## src/rtl/serial_rx_b13_pkg.sv

```systemverilog
// Shared definitions for the b13 serial link: receiver state encodings and
// frame constants common to the transmitter and receiver.
package b13_pkg;

  typedef enum logic [2:0] {
    R_IDLE  = 3'd0,
    R_START = 3'd1,
    R_DATA  = 3'd2,
    R_STOP  = 3'd3,
    R_BREAK = 3'd4
  } rx_state_t;

  localparam logic        START_LVL  = 1'b0;
  localparam logic        STOP_LVL   = 1'b1;
  localparam int unsigned DATA_BITS  = 8;
  localparam int unsigned BIT_PERIOD = 106;

endpackage

```

## src/rtl/serial_rx_b13_sync.sv

```systemverilog
// Two-flop synchronizer for the asynchronous serial line plus a history flop
// for falling-edge detection. All flops preset to the idle (high) level.
module serial_sync (
  input  logic clock,
  input  logic reset_n,
  input  logic serial_in,
  output logic s_in,
  output logic fall
);

  logic meta;
  logic s_prev;

  always_ff @(posedge clock) begin
    if (!reset_n) begin
      meta   <= 1'b1;
      s_in   <= 1'b1;
      s_prev <= 1'b1;
    end else begin
      meta   <= serial_in;
      s_in   <= meta;
      s_prev <= s_in;
    end
  end

  assign fall = s_prev & ~s_in;

endmodule

```

## src/rtl/serial_rx_b13.sv

```systemverilog
// Byte-serial receiver for the b13 link: start bit, 8 data bits MSB first,
// stop bit. Presents bytes via ready/ack and flags framing/overrun errors.
module serial_rx_b13 #(
  parameter int unsigned BIT_PERIOD = b13_pkg::BIT_PERIOD,
  parameter int unsigned CNT_W      = 10
) (
  input  logic       clock,
  input  logic       reset_n,
  input  logic       serial_in,
  output logic [7:0] rx_data,
  output logic       rx_ready,
  input  logic       rx_ack,
  output logic       frame_error,
  output logic       overrun,
  input  logic       err_clr,
  output logic       busy
);

  import b13_pkg::*;

  localparam logic [CNT_W-1:0] HALF_LIM = CNT_W'(BIT_PERIOD / 2 - 1);
  localparam logic [CNT_W-1:0] FULL_LIM = CNT_W'(BIT_PERIOD - 1);
  localparam logic [2:0]       LAST_BIT = 3'(DATA_BITS - 1);

  rx_state_t        state, state_nx;
  logic [CNT_W-1:0] cnt, cnt_nx;
  logic [2:0]       bit_idx, bit_idx_nx;
  logic [7:0]       shift, shift_nx;
  logic             frame_done, frame_done_nx;
  logic             ferr_evt;
  logic             s_in;
  logic             fall;

  serial_sync u_sync (
    .clock     (clock),
    .reset_n   (reset_n),
    .serial_in (serial_in),
    .s_in      (s_in),
    .fall      (fall)
  );

  always_comb begin
    state_nx      = state;
    cnt_nx        = cnt + 1'b1;
    bit_idx_nx    = bit_idx;
    shift_nx      = shift;
    frame_done_nx = 1'b0;
    ferr_evt      = 1'b0;
    case (state)
      R_IDLE: begin
        cnt_nx = '0;
        if (fall) state_nx = R_START;
      end
      R_START: begin
        if (cnt == HALF_LIM) begin
          cnt_nx = '0;
          if (s_in == START_LVL) begin
            state_nx   = R_DATA;
            bit_idx_nx = '0;
          end else begin
            state_nx = R_IDLE;
          end
        end
      end
      R_DATA: begin
        if (cnt == FULL_LIM) begin
          cnt_nx     = '0;
          shift_nx   = {shift[6:0], s_in};
          bit_idx_nx = bit_idx + 1'b1;
          if (bit_idx == LAST_BIT) state_nx = R_STOP;
        end
      end
      R_STOP: begin
        if (cnt == FULL_LIM) begin
          cnt_nx = '0;
          if (s_in == STOP_LVL) begin
            state_nx      = R_IDLE;
            frame_done_nx = 1'b1;
          end else begin
            state_nx = R_BREAK;
            ferr_evt = 1'b1;
          end
        end
      end
      R_BREAK: begin
        cnt_nx = '0;
        if (s_in == STOP_LVL) state_nx = R_IDLE;
      end
      default: begin
        state_nx = R_IDLE;
        cnt_nx   = '0;
      end
    endcase
  end

  // Byte delivery runs one cycle after the stop sample, so the ready/ack
  // decision uses the handshake state of that completion cycle.
  always_ff @(posedge clock) begin
    if (!reset_n) begin
      state       <= R_IDLE;
      cnt         <= '0;
      bit_idx     <= '0;
      shift       <= '0;
      frame_done  <= 1'b0;
      rx_data     <= '0;
      rx_ready    <= 1'b0;
      frame_error <= 1'b0;
      overrun     <= 1'b0;
    end else begin
      state      <= state_nx;
      cnt        <= cnt_nx;
      bit_idx    <= bit_idx_nx;
      shift      <= shift_nx;
      frame_done <= frame_done_nx;

      if (frame_done && (!rx_ready || rx_ack)) begin
        rx_data  <= shift;
        rx_ready <= 1'b1;
      end else if (rx_ready && rx_ack) begin
        rx_ready <= 1'b0;
      end

      if (ferr_evt)     frame_error <= 1'b1;
      else if (err_clr) frame_error <= 1'b0;

      if (frame_done && rx_ready && !rx_ack) overrun <= 1'b1;
      else if (err_clr)                      overrun <= 1'b0;
    end
  end

  assign busy = (state != R_IDLE);

endmodule

```

## config.mk

```make
export PLATFORM = sky130hd
export DESIGN_NAME = serial_rx_b13
export DESIGN_NICKNAME = d
export VERILOG_FILES = /design/src/rtl/serial_rx_b13_pkg.sv /design/src/rtl/serial_rx_b13_sync.sv /design/src/rtl/serial_rx_b13.sv
export SDC_FILE = /design/constraint.sdc
export NUM_CORES = 1
export LEC_CHECK = 0
export BUFFER_PORTS_ARGS = -buffer_cell sky130_fd_sc_hd__buf_2
export CAP_MARGIN = 10
export CORE_MARGIN = 2
export CORE_UTILIZATION = 45
export CTS_CLUSTER_SIZE = 25
export DETAILED_ROUTE_END_ITERATION = 7
export PLACE_DENSITY = 0.64
export SETUP_SLACK_MARGIN = 0.5
export SYNTH_ARGS = -nofsm -noshare
export SYNTH_HDL_FRONTEND = slang
export SYNTH_HIERARCHICAL = 1
export SYNTH_SLANG_ARGS = --single-unit
```

## constraint.sdc

```tcl
create_clock -name clock -period 3.73 [get_ports clock]
set_input_delay 0.5595 -clock clock [delete_from_list [all_inputs] [get_ports clock]]
set_output_delay 0.5595 -clock clock [all_outputs]
set_load 0.1 [all_outputs]
```

* Yosys cells after proc, flatten, opt, wreduce, memory -nomap -nowiden
Index checks and enable logic that the tools add are counted.
Cells by class: bitwise gates (word level) 2, reduce and logical (&&, ||, !) cells 18, mux-type cells 25, $add $sub $neg 2, equality and inequality tests 14
Operators with widths (count):
- $mux W3 | 10
- $mux W10 | 2
- $pmux W10 S2 | 1
- $pmux W3 S5 | 1
- $ne A2 B2 Y1 const B | 6
- $add A10 B1 Y10 const B | 1
- $eq A10 B6 Y1 const B | 1
- $eq A10 B7 Y1 const B | 1
- $mux W1 | 9
- $reduce_bool A2 Y1 | 4
- $eq A3 B2 Y1 const B | 2
- $eq A3 B3 Y1 const B | 2
- $pmux W3 S2 | 1
- $reduce_and A6 Y1 | 1
- $logic_and A1 B1 Y1 | 4
- $reduce_and A4 Y1 | 1
- $add A3 B1 Y3 const B | 1
- $eq A3 B1 Y1 const B | 1
- $logic_not A3 Y1 | 1
- $reduce_and A3 Y1 | 1
- $reduce_bool A3 Y1 | 1
- $logic_not A1 Y1 | 2
- $mux W2 | 1
- $ne A2 B1 Y1 const B | 1
- other kinds (5) | 5
Word-level totals: bits in registers 39, word-level logic and storage cells 73, output and inout bits 12

* Longest topological paths before layout
Gate-level depths: netlist (run 1).
depth after elaboration 4, gate-level depth with buffers 7, mapped depth without buffers 6

* Modules after synthesis
The synthesis (run 1) kept the hierarchy.
Modules (own cells, without submodules):
- serial_rx_b13 | cells an instance 170, sequential area each 720.7 µm², instances 1, area an instance 1651.6 µm²
- serial_sync | cells an instance 7, sequential area each 60.1 µm², instances 1, area an instance 85.1 µm²

* Worst setup path before layout (run 1)
OpenSTA, ideal clock, no wires.
path type register -> register, start register rx_ready, end register rx_data[2], setup time 0.128 ns, arrival 1.938 ns, cell stages (with the launch flop) 6, setup slack 1.664 ns, data required time 3.602 ns, cell sequence dfxtp_1 -> nor2b_1 -> nand2b_1 -> clkbuf_1 -> mux2i_1 -> nor2_1
Between the ends: longest elaborated chain between the ends 3
Ends and longest elaborated chain:
- start: declaration | RTL line serial_rx_b13.sv:11 | output logic rx_ready,
- start signal: assignment | RTL line serial_rx_b13.sv:106 | rx_ready <= 1'b0;
- start signal: assignment | RTL line serial_rx_b13.sv:118 | rx_ready <= 1'b1;
- start signal: assignment | RTL line serial_rx_b13.sv:120 | rx_ready <= 1'b0;
- $logic_not A1 Y1 | RTL line serial_rx_b13.sv:116 | if (frame_done && (!rx_ready || rx_ack)) begin
- $logic_or A1 B1 Y1 | RTL line serial_rx_b13.sv:116
- $logic_and A1 B1 Y1 | RTL line serial_rx_b13.sv:116
- end signal: assignment | RTL line serial_rx_b13.sv:117 | rx_data <= shift;
- end: declaration | RTL line serial_rx_b13.sv:10 | output logic [7:0] rx_data,
Every way passes these cells. A chain may end at the register's enable or synchronous reset.

* Final worst setup path (run 1)
start register state[1], end register shift[4]
Between the ends: longest elaborated chain between the ends 2
Ends and longest elaborated chain:
- start: declaration | RTL line serial_rx_b13.sv:25 | rx_state_t state, state_nx;
- start signal: assignment | RTL line serial_rx_b13.sv:110 | state <= state_nx;
- $eq A3 B2 Y1 | RTL line serial_rx_b13.sv:49 | case (state)
- $reduce_and A2 Y1 (no source line)
- end signal: assignment | RTL line serial_rx_b13.sv:113 | shift <= shift_nx;
- end: declaration | RTL line serial_rx_b13.sv:28 | logic [7:0] shift, shift_nx;
Every way passes these cells.

==> results of run 1 <==
## flip-flops by register name (all words and copies together), names as in the netlist, 3 cells and up
name,flops
shift,8
state,3
bit_idx,3
rx_data,8
cnt,10
## critical path: stages, from the launching register on
cell,delay [ns]
dfxtp_1,0.51
or3b_4,0.43
nor4b_4,0.74
mux2i_1,0.26
nor2_1,0.06
## cell families (layout without fill, tap and decap cells)
family                     count (synthesis)  count (layout)  share of synthesized area
muxes                                     20              20                     0.1160
and+or+nand+nor                           74              74                     0.2284
buffers and inverters                     18              32                    0.04755
AOI/OAI and AO/OA                         13              13                    0.08214
adders and majority gates                  5               5                    0.03602
DFF                                       39              39                     0.4496
xor gates and xnor gates                   8               8                    0.04035
## metal layers
| metal | up-vias | wire length (um) |
|---|---|---|
| met2 | 16 | 1463 |
| li1 | 620 | - |
| met1 | 576 | 1370 |
| met4 | 0 | 67 |
| met5 | - | 0 |
| met3 | 6 | 102 |
## final cells by class
class	instances	area, um2
fill	353	1779
multi-input combinational	120	873.3
sequential	39	780.7
timing repair buffer	16	80.08
clock buffer	6	72.57
tap	48	60.06
inverter	8	30.03
clock inverter	2	12.51
## metrics by stage
stage	hold WS [ns]	power, uW	utilization	worst slack [ns]	cell area [um2]
after floorplan	0.3863	582.4	-	1.664	1737
after global placement	0.3919	593.2	0.4946	1.648	1824
after detailed placement	0.4049	597.8	0.4946	1.555	1824
after CTS	0.4280	876.3	0.5176	1.568	1909
after global routing	0.4405	902.3	0.5176	1.429	1909
final	0.4199	865.1	0.5176	1.592	1909
## worst paths after layout
check | slack [ns] | depth (start not counted) | startpoint | endpoint
max | 1.59 | 4 | state[1]$_SDFFE_PN0P_ | shift[4]$_SDFFE_PN0P_
min | 0.42 | 1 | u_sync/meta$_SDFF_PN1_ | u_sync/s_in$_SDFF_PN1_
min reg2reg | 0.42 | 1 | u_sync/meta$_SDFF_PN1_ | u_sync/s_in$_SDFF_PN1_
max reg2reg | 1.59 | 4 | state[1]$_SDFFE_PN0P_ | shift[4]$_SDFFE_PN0P_
## power by group through the flow
stage	Sequential, uW	Combinational (uW)	Clock [uW]
2_1_floorplan	437	146	0
3_3_place_gp	451	143	0
3_5_place_dp	451	147	0
4_1_cts	442	146	288
5_1_grt	444	154	304
6_report	442	146	277
## cells in the final DEF, fill, tap and decap left out, types with 3 or more instances in the layout
| cell type | n |
|---|---|
| nand2b_1 | 5 |
| o21ai_1 | 3 |
| clkbuf_8 | 5 |
| mux2i_1 | 19 |
| nor2_1 | 33 |
| nand3_1 | 4 |
| buf_2 | 16 |
| ha_1 | 5 |
| nand2_1 | 9 |
| xnor2_1 | 3 |
| nand4_1 | 3 |
| nor2b_1 | 4 |
| inv_1 | 8 |
| or3_1 | 3 |
| xor2_1 | 5 |
| dfxtp_1 | 39 |
==> reports/qor.yml, run 1 <==
status: "finished clean"
syn-cell-area_mm2: 0.001737
met1_usage: 0.1842
worstPathArrival_ns: 2.29
io_buffers: 16
min_path_type: "flop to flop"
period_share: 0.5731
tightest_slew_ns: 0.7913
coreArea_mm2: 0.003689
rsz0062_at_grt: "no"
grt.busiest_layer: "met2"
finalMaxSlewViolations: 0
grt_pass1_vias: 1245
finalSetupViolCount: 0
dp_hpwl_um: 2206
skew_ns: 0.002316
clockRootBuffer: "clkbuf_8"
cts_sinks: 39
ys.flop_type: "dfxtp_1"
cts_tree: "done"
row_count: 22
drive_above_1_share: 0.1780
clkPwrFrac: 0.320
antenna_found_initial: 0
io_pins: 17
cts_made_buffers: 5
route.antenna.remaining_nets: 0
synth.top_cell.area_share: 0.4496
finalNetCount: 200
yosysTopAreaCell: "dfxtp_1"
netlist_instances: 177
grt_pass1_wl_um: 5464
die_x_um: 66.12
place.gp.congestion: 0.7664
clock_latency_ns: 0.29
cts_resized: 0
power.internal_uw: 605.5
grt_use_met3: 0.05622
fmax_mhz: 467.8
leakagePower_uw: 0.0007667
grt_overflow_total: 0
path_clk_slew_ns: 0.07
power.share.combinational: 0.169
syn-num-nets: 187
wire_per_inst_um: 12.56
peakVddDrop_mv: 0.2300
grt_max_degree: 24
path_max_fanout: 11
synth_edf_count: 0
cap_violations: 0
first_iter_violations: 42
yosysSeqAreaShare: 0.4496
power_switching_share: 0.3001
ys_seq_elements: 39
start_util: 0.4708
dr.pass1.iters: 4
synth_common_cells: "39 x dfxtp_1, 33 x nor2_1, 19 x mux2i_1, 9 x nand2_1, 8 x inv_1"
htree_levels: 2
vias_per_cell: 5.096
hold_viol: 0
p_per_area_mw_per_mm2: 453.1
maxSlewHeadroom: 0.4702
end_kind: "flop"
wl_um: 3003
synth_area_leaders: "dfxtp_1 45%, mux2i_1 11%, nor2_1 7.1%"
ys_warn_count: 6
area_delta_synth_final_pct: 9.942
seqPwrFrac: 0.511
cts.path.max_buffers: 2
post_cts_buffers: 0
netSwitchingPower_uw: 259.6
fin_setup_tns_ns: 0
start_kind: "flop"
drc: 0
dr_total_vias: 1218
yosysUniqueCellTypes: 37
async_flop_share: 0
fin_cells: 239
antenna_cells: 0
required_ns: 3.88
min_period_ns: 2.138
avgSynthCellArea_um2: 9.812
cts_hold_buf: 0
yosysMostFrequentCell: "dfxtp_1"
die_area_mm2: 0.004372
met2_usage: 0.2863
die_y_um: 66.12
critPathKind: "flop to flop"
grt.total_usage: 0.1681
dp_cells: 231
(Power assumes the default switching activity.)
==> run 2: changes to the inputs <==
--- a/config.mk
+++ b/config.mk
@@ -5,6 +5,7 @@
 export SDC_FILE = /design/constraint.sdc
 export NUM_CORES = 1
 export LEC_CHECK = 0
+export ABC_AREA = 1
 export BUFFER_PORTS_ARGS = -buffer_cell sky130_fd_sc_hd__buf_2
 export CAP_MARGIN = 10
 export CORE_MARGIN = 2
==> constraint.sdc (replaced) <==
create_clock -name clock -period 2.1 [get_ports clock]
set_input_delay 0.315 -clock clock [delete_from_list [all_inputs] [get_ports clock]]
set_output_delay 0.315 -clock clock [all_outputs]
set_load 0.1 [all_outputs]
==> run 2 against run 1 <==
  * Clock power rose to 2.6 times the previous value
  * Critical path depth decreased by 1
  * Final area is 5.2% higher
  * Non-clock buffer count is 3 higher
  * Largest power group unchanged
  * Global-route usage decreased by 0.49 points
==> reports/qor.yml, run 2 <==
hold_ws_ns: 0.1936  # was 0.4199 ns
antenna_found_initial: 0  # unchanged
largest_reg_flops: 10  # unchanged
coreArea_mm2: 0.003661  # was 0.003689 mm2
total_power_uw: 1620  # was 865.1 uW
skew_ns: 0.003346  # was 0.002316 ns
critPathKind: "flop to output port"  # was flop to flop
yosysUniqueCellTypes: 26  # was 37
yosysMostFrequentCell: "dfxtp_1"  # unchanged
finish.utilization: 0.5485  # was 0.5176
fin_setup_tns_ns: 0  # unchanged
place.gp.congestion: 0.8858  # was 0.7664
synth.top_cell.area_share: 0.4578  # was 0.4496
synth_common_cells: "39 x dfxtp_1, 31 x inv_1, 29 x nand2_1, 27 x nor2_1, 22 x a21oi_1"  # was 39 x dfxtp_1, 33 x nor2_1, 19 x mux2i_1, 9 x nand2_1, 8 x inv_1
ys.flop_type: "dfxtp_1"  # unchanged
reg_top3: "cnt: 10 flops, rx_data: 8 flops, shift: 8 flops"  # unchanged
hold_viol: 0  # unchanged
grt_max_degree: 23  # was 24
final_common_cell: "dfxtp_1"  # unchanged
row_count: 22  # unchanged
yosysSeqAreaShare: 0.4578  # was 0.4496
status: "finished clean"  # unchanged
start_kind: "flop"  # unchanged
p_per_area_mw_per_mm2: 806.6  # was 453.1 mW/mm2
worstPathArrival_ns: 1.20  # was 2.29 ns
wire_per_inst_um: 10.62  # was 12.56 um
min_period_ns: 1.511
dr.pass1.iters: 4  # unchanged
die_x_um: 65.56  # was 66.12 um
mostFrequentLayoutCells: "37 x dfxtp_1, 30 x inv_1, 29 x nand2_1"  # was 39 x dfxtp_1, 33 x nor2_1, 19 x mux2i_1
die_y_um: 65.56  # was 66.12 um
grt_overflow_total: 0  # unchanged
path_max_fanout: 6  # was 11
ys_warn_count: 6  # unchanged
dpl_cell_area_mm2: 0.001839  # was 0.001824 mm2
grt_pass1_wl_um: 5299  # was 5464 um
antenna_cells: 0  # unchanged
vias_per_cell: 4.655  # was 5.096
syn-cell-area_mm2: 0.001705  # was 0.001737 mm2
async_flop_share: 0  # unchanged
peakVddDrop_mv: 0.4395  # was 0.2300 mV
grt.total_usage: 0.1632  # was 0.1681
cap_violations: 0  # unchanged
top_register: "cnt"  # unchanged
netlist_instances: 219  # was 177
first_iter_violations: 53  # was 42
clockRootBuffer: "clkbuf_8"  # unchanged
leakagePower_uw: 0.0008996  # was 0.0007667 uW
finalMaxSlewViolations: 0  # unchanged
synth_area_leaders: "dfxtp_1 46%, inv_1 6.8%, a21oi_1 6.5%"  # was dfxtp_1 45%, mux2i_1 11%, nor2_1 7.1%
finalSetupViolCount: 0  # unchanged
synth_edf_count: 0  # unchanged
path_clk_slew_ns: 0.07  # about the same
avgSynthCellArea_um2: 7.787  # was 9.812 um2
syn-num-nets: 229  # was 187
cts_hold_buf: 0  # unchanged
dr_total_vias: 1350  # was 1218
wl_um: 3081  # was 3003 um
yosysTopAreaCell: "dfxtp_1"  # unchanged
cts_tree: "done"  # unchanged
required_ns: 1.78  # was 3.88 ns
area_delta_synth_final_pct: 17.76  # was 9.942%
dp_hpwl_um: 2165  # was 2206 um
cts_sinks: 39  # unchanged
start_util: 0.4658  # was 0.4708
fmax_mhz: 661.8
period_share: 0.7196
clock_latency_ns: 0.29  # about the same
rsz0062_at_grt: "no"  # unchanged
drive_above_1_share: 0.1860  # was 0.1780
finalNetCount: 251  # was 200
io_pins: 17  # unchanged
die_area_mm2: 0.004298  # was 0.004372 mm2
end_kind: "output port"  # was flop
io_buffers: 16  # unchanged
cts.path.max_buffers: 2  # unchanged
maxSlewHeadroom: 0.6771  # was 0.4702
htree_levels: 2  # unchanged
postLayoutCellArea_mm2: 0.002008  # was 0.001909 mm2
drc: 0  # unchanged
ys_seq_elements: 39  # unchanged
grt_pass1_vias: 1267  # was 1245
route.antenna.remaining_nets: 0  # unchanged
min_path_type: "input pin to flop"  # was flop to flop
cts_made_buffers: 5  # unchanged
tightest_slew_ns: 0.4877  # was 0.7913 ns
run 2: cell count changes in the layout (fill, tap and decap cells not counted), sizes merged, moves of 12 or more:
cell	delta
inv	+26
o21ai	+15
nand2	+25
mux2i	-19
nand3	+12
a21oi	+21
run 2: per-stage QoR:
stage	cells	worst slack [ns]
detailed placement	281	0.4532
floorplan	219	0.6434
finish	290	0.5889
global placement	281	0.5296
CTS	290	0.5315
global route	290	0.5100
run 2: worst max-delay path, stage by stage (launching register included):
cell and delay (ns):
dfxtp_1 0.37, nor2_1 0.22, nand2_1 0.08, buf_4 0.24
run 2: timing repair:
action / in CTS / in global routing
resized for setup: 1 / 5
endpoints found under the hold margin: 0 / 0
pin swaps: 1 / 0
setup endpoints to repair: 11 / 21
setup buffers: 1 / 0
run 2: layout make-up:
cell class,instances,area [um2]
clock inverter,2,60.06
sequential,39,783.3
inverter,35,131.4
fill,366,1653
timing repair buffer,19,117.6
multi-input combinational,141,783.3
clock buffer,6,72.57
tap,48,60.06
run 2: worst paths after layout:
| path | from | endpoint | slack [ns] | depth (start not counted) |
|---|---|---|---|---|
| setup / recovery | state[1]$_SDFFE_PN0P_ | busy | 0.59 | 3 |
| hold / removal | serial_in | u_sync/meta$_SDFF_PN1_ | 0.19 | 3 |
| setup reg to reg | cnt[1]$_SDFF_PN0_ | cnt[9]$_SDFF_PN0_ | 0.61 | 10 |
| hold reg to reg | u_sync/meta$_SDFF_PN1_ | u_sync/s_in$_SDFF_PN1_ | 0.40 | 2 |
run 2: layer usage:
layer,GRT usage,vias up,routed length [um]
met3,0.04281,8,91
met4,0.1042,0,75
met1,0.2000,586,1539
met2,0.2526,16,1374
li1,-,740,-
met5,0,-,0
run 2: cell families (layout without fill, tap and decap cells):
logic type               Yosys count  after routing  share of synthesized area
AND/OR/NAND/NOR                   87             87                     0.2458
XOR/XNOR                           7              7                    0.03595
flip-flops                        39             39                     0.4578
buffers and inverters             39             62                    0.09024
AO/OA/AOI/OAI                     42             42                     0.1335
adder cells (fa/ha/maj)            5              5                    0.03668
run 2: report_power, final:
group          leakage (uW)  switching, uW  internal (uW)  total [uW]
Sequential         0.000316           8.59            747         755
Clock             0.0000654            252            475         727
Combinational      0.000518           97.9           39.7         138
==> run 3: changes to the inputs <==
--- a/config.mk
+++ b/config.mk
@@ -12,7 +12,7 @@
 export CORE_UTILIZATION = 45
 export CTS_CLUSTER_SIZE = 25
 export DETAILED_ROUTE_END_ITERATION = 7
-export PLACE_DENSITY = 0.64
+export PLACE_DENSITY = 0.67
 export SETUP_SLACK_MARGIN = 0.5
 export SYNTH_ARGS = -nofsm -noshare
 export SYNTH_HDL_FRONTEND = slang
==> constraint.sdc (replaced) <==
create_clock -name clock -period 1.3 [get_ports clock]
set_input_delay 0.195 -clock clock [delete_from_list [all_inputs] [get_ports clock]]
set_output_delay 0.195 -clock clock [all_outputs]
set_load 0.1 [all_outputs]
==> run 3 against run 2 <==
  * The flow now finishes with violations (negative setup slack)
  * Die area did not move
  * Cell count rose by 16%
  * Flip-flop and latch count did not move
  * Final area rose by 43%
  * Highest routed layer unchanged
==> reports/qor.yml, run 3 (same netlist as run 2, synthesis figures left out) <==
status: "complete, but fails checks"  # was finished clean
violations: "negative setup slack"
cts_tree: "done"  # unchanged
clockRootBuffer: "clkbuf_8"  # unchanged
die_x_um: 65.56  # unchanged
fillers: 227  # was 366
fmax_mhz: 657.0
cp_top_family: "compound AO/OA/AOI/OAI gates"  # was flip-flops
final_common_cell: "buf_4"  # was dfxtp_1
largest_reg_flops: 10  # unchanged
drive_above_1_share: 0.5470  # was 0.1860
min_period_ns: 1.522
reg_top3: "cnt: 10 flops, rx_data: 8 flops, shift: 8 flops"  # unchanged
dr.pass1.iters: 4  # unchanged
min_path_type: "input pin to flop"  # unchanged
cts.path.max_buffers: 2  # unchanged
start_kind: "flop"  # unchanged
place.gp.congestion: 0.8563  # was 0.8858
seqPwrFrac: 0.499  # was 0.466
end_kind: "flop"  # was output port
required_ns: 1.53  # was 1.78 ns
htree_levels: 2  # unchanged
dpl_cell_area_mm2: 0.002185  # was 0.001839 mm2
mostFrequentLayoutCells: "34 x buf_4, 27 x inv_1, 22 x nand2_1"  # was 37 x dfxtp_1, 30 x inv_1, 29 x nand2_1
skew_ns: 0.008454  # was 0.003346 ns
area_delta_synth_final_pct: 68.09  # was 17.76%
antenna_found_initial: 0  # unchanged
wire_per_inst_um: 16.00  # was 10.62 um
drc: 0  # unchanged
clock_latency_ns: 0.30  # was 0.29 ns
antenna_cells: 0  # unchanged
path_max_fanout: 4  # was 6
dp_hpwl_um: 2405  # was 2165 um
slowest_stage: "dfxtp_2"  # was dfxtp_1
crit_chain: "inv_2 -> ha_4 -> inv_2 -> nor2_2 -> nand3_2 -> buf_6 -> a21oi_4 -> nand3_2 -> a21oi_2"  # was nor2_1 -> nand2_1 -> buf_4
maxSlewHeadroom: 0.7285  # was 0.6771
peakVddDrop_mv: 0.4791  # was 0.4395 mV
route.antenna.remaining_nets: 0  # unchanged
finalMaxSlewViolations: 0  # unchanged
top_register: "cnt"  # unchanged
rsz0062_at_grt: "yes"  # was no
finalNetCount: 296  # was 251
dr_total_vias: 1730  # was 1350
path_clk_slew_ns: 0.08  # was 0.07 ns
wl_met1_um: 2122  # was 1539 um
fin_ws_ns: -0.2221  # was 0.5889 ns
wl_um: 5360  # was 3081 um
max_stage_delay_ns: 0.33  # was 0.37 ns
route.met2.wl_um: 2778  # was 1374 um
io_pins: 17  # unchanged
fin_setup_tns_ns: -3.703  # was 0 ns
dp_slack_ns: -0.1362  # was 0.4532 ns
grt.total_usage: 0.2397  # was 0.1632
netSwitchingPower_uw: 711.5  # was 358.7 uW
grt_pass1_vias: 1664  # was 1267
postLayoutCellArea_mm2: 0.002867  # was 0.002008 mm2
grt_pass1_wl_um: 7734  # was 5299 um
io_buffers: 16  # unchanged
cts_made_buffers: 5  # unchanged
grt_overflow_total: 0  # unchanged
p_per_area_mw_per_mm2: 841.0  # was 806.6 mW/mm2
start_util: 0.4658  # unchanged
critPathKind: "flop to flop"  # was flop to output port
period_share: 1.171
first_iter_violations: 163  # was 53
die_y_um: 65.56  # unchanged
power.share.combinational: 0.157  # was 0.085
cap_violations: 0  # unchanged
path_buf_inv: 3  # was 1
power_switching_share: 0.2951  # was 0.2214
vias_per_cell: 5.164  # was 4.655
tightest_slew_ns: 0.4041  # was 0.4877 ns
grt_max_degree: 23  # unchanged
top_layer_used: "met4"  # unchanged
clkPwrFrac: 0.344  # was 0.449
finalSetupViolCount: 26  # was 0
coreArea_mm2: 0.003661  # unchanged
wl_met3_um: 260  # was 91 um
worstPathArrival_ns: 1.76  # was 1.20 ns
cts_sinks: 39  # unchanged
hold_viol: 0  # unchanged
row_count: 22  # unchanged
leakagePower_uw: 0.001195  # was 0.0008996 uW
die_area_mm2: 0.004298  # unchanged
power.internal_uw: 1699  # was 1261 uW
-- run 3: cell types whose count changed in the layout (fill, tap and decap cells not counted), moves of 10 or more --
cell,before,now
dfxtp_4,0,15
buf_12,1,13
buf_6,0,10
dfxtp_1,37,20
o21ai_0,16,4
a21oi_2,1,17
buf_2,15,4
buf_4,3,34
a21oi_1,22,5
-- run 3: what timing repair did --
action                                 4_1_cts  5_1_grt
buffers inserted                             8        8
cloned                                       3        0
setup endpoints to repair                   46       46
endpoints found under the hold margin        0        0
pin swaps                                   10       10
hold buffers                                 0        0
resized for setup                           84       39
-- run 3: path summary, 6_finish.rpt --
check             cells after the start  slack [ns]              startpoint                      to
hold reg to reg                       2        0.41  u_sync/meta$_SDFF_PN1_  u_sync/s_in$_SDFF_PN1_
setup / recovery                      9       -0.22       cnt[1]$_SDFF_PN0_   state[2]$_SDFFE_PN0P_
setup reg to reg                      9       -0.22       cnt[1]$_SDFF_PN0_   state[2]$_SDFFE_PN0P_
hold / removal                        3        0.07               serial_in  u_sync/meta$_SDFF_PN1_
-- run 3: power groups by stage --
stage               clock network (uW)  registers, uW  logic [uW]
floorplan                            0           1220         182
global placement                     0           1220         263
detailed placement                   0           1220         265
CTS                                826           1200         287
global route                       898           1210         401
finish                             830           1200         378
-- run 3: final cells by class --
type	count	area [um2]	share of cell area
clock buffers	6	72.57	0.02532
clock inverters	2	12.51	0.004365
inverters	35	148.9	0.05194
multi-input cells	143	1066	0.3719
flip-flops and latches	39	842.1	0.2938
well taps	48	60.06	0.02095
repair buffers	61	648.1	0.2261
repair inverters	1	16.27	0.005674
-- run 3: metrics by stage --
stage	cells	utilization	power, uW	hold WS [ns]
3_5_place_dp	308	0.5967	1487	0.3715
3_3_place_gp	308	0.5967	1485	0.3741
2_1_floorplan	219	-	1403	0.2637
4_1_cts	327	0.7215	2311	0.06608
5_1_grt	335	0.7830	2504	0.09290
6_report	335	0.7830	2411	0.06522
-- run 3: tightest hold or removal path: stages --
cell,delay (ns)
buf_2,0.07
inv_1,0.03
nand2_1,0.04
-- run 3: metal layers --
metal  track usage  vias up
li1              -      835
met1        0.2804      822
met2        0.4069       54
met3       0.06849       19
met4        0.1042        0
met5             0        -
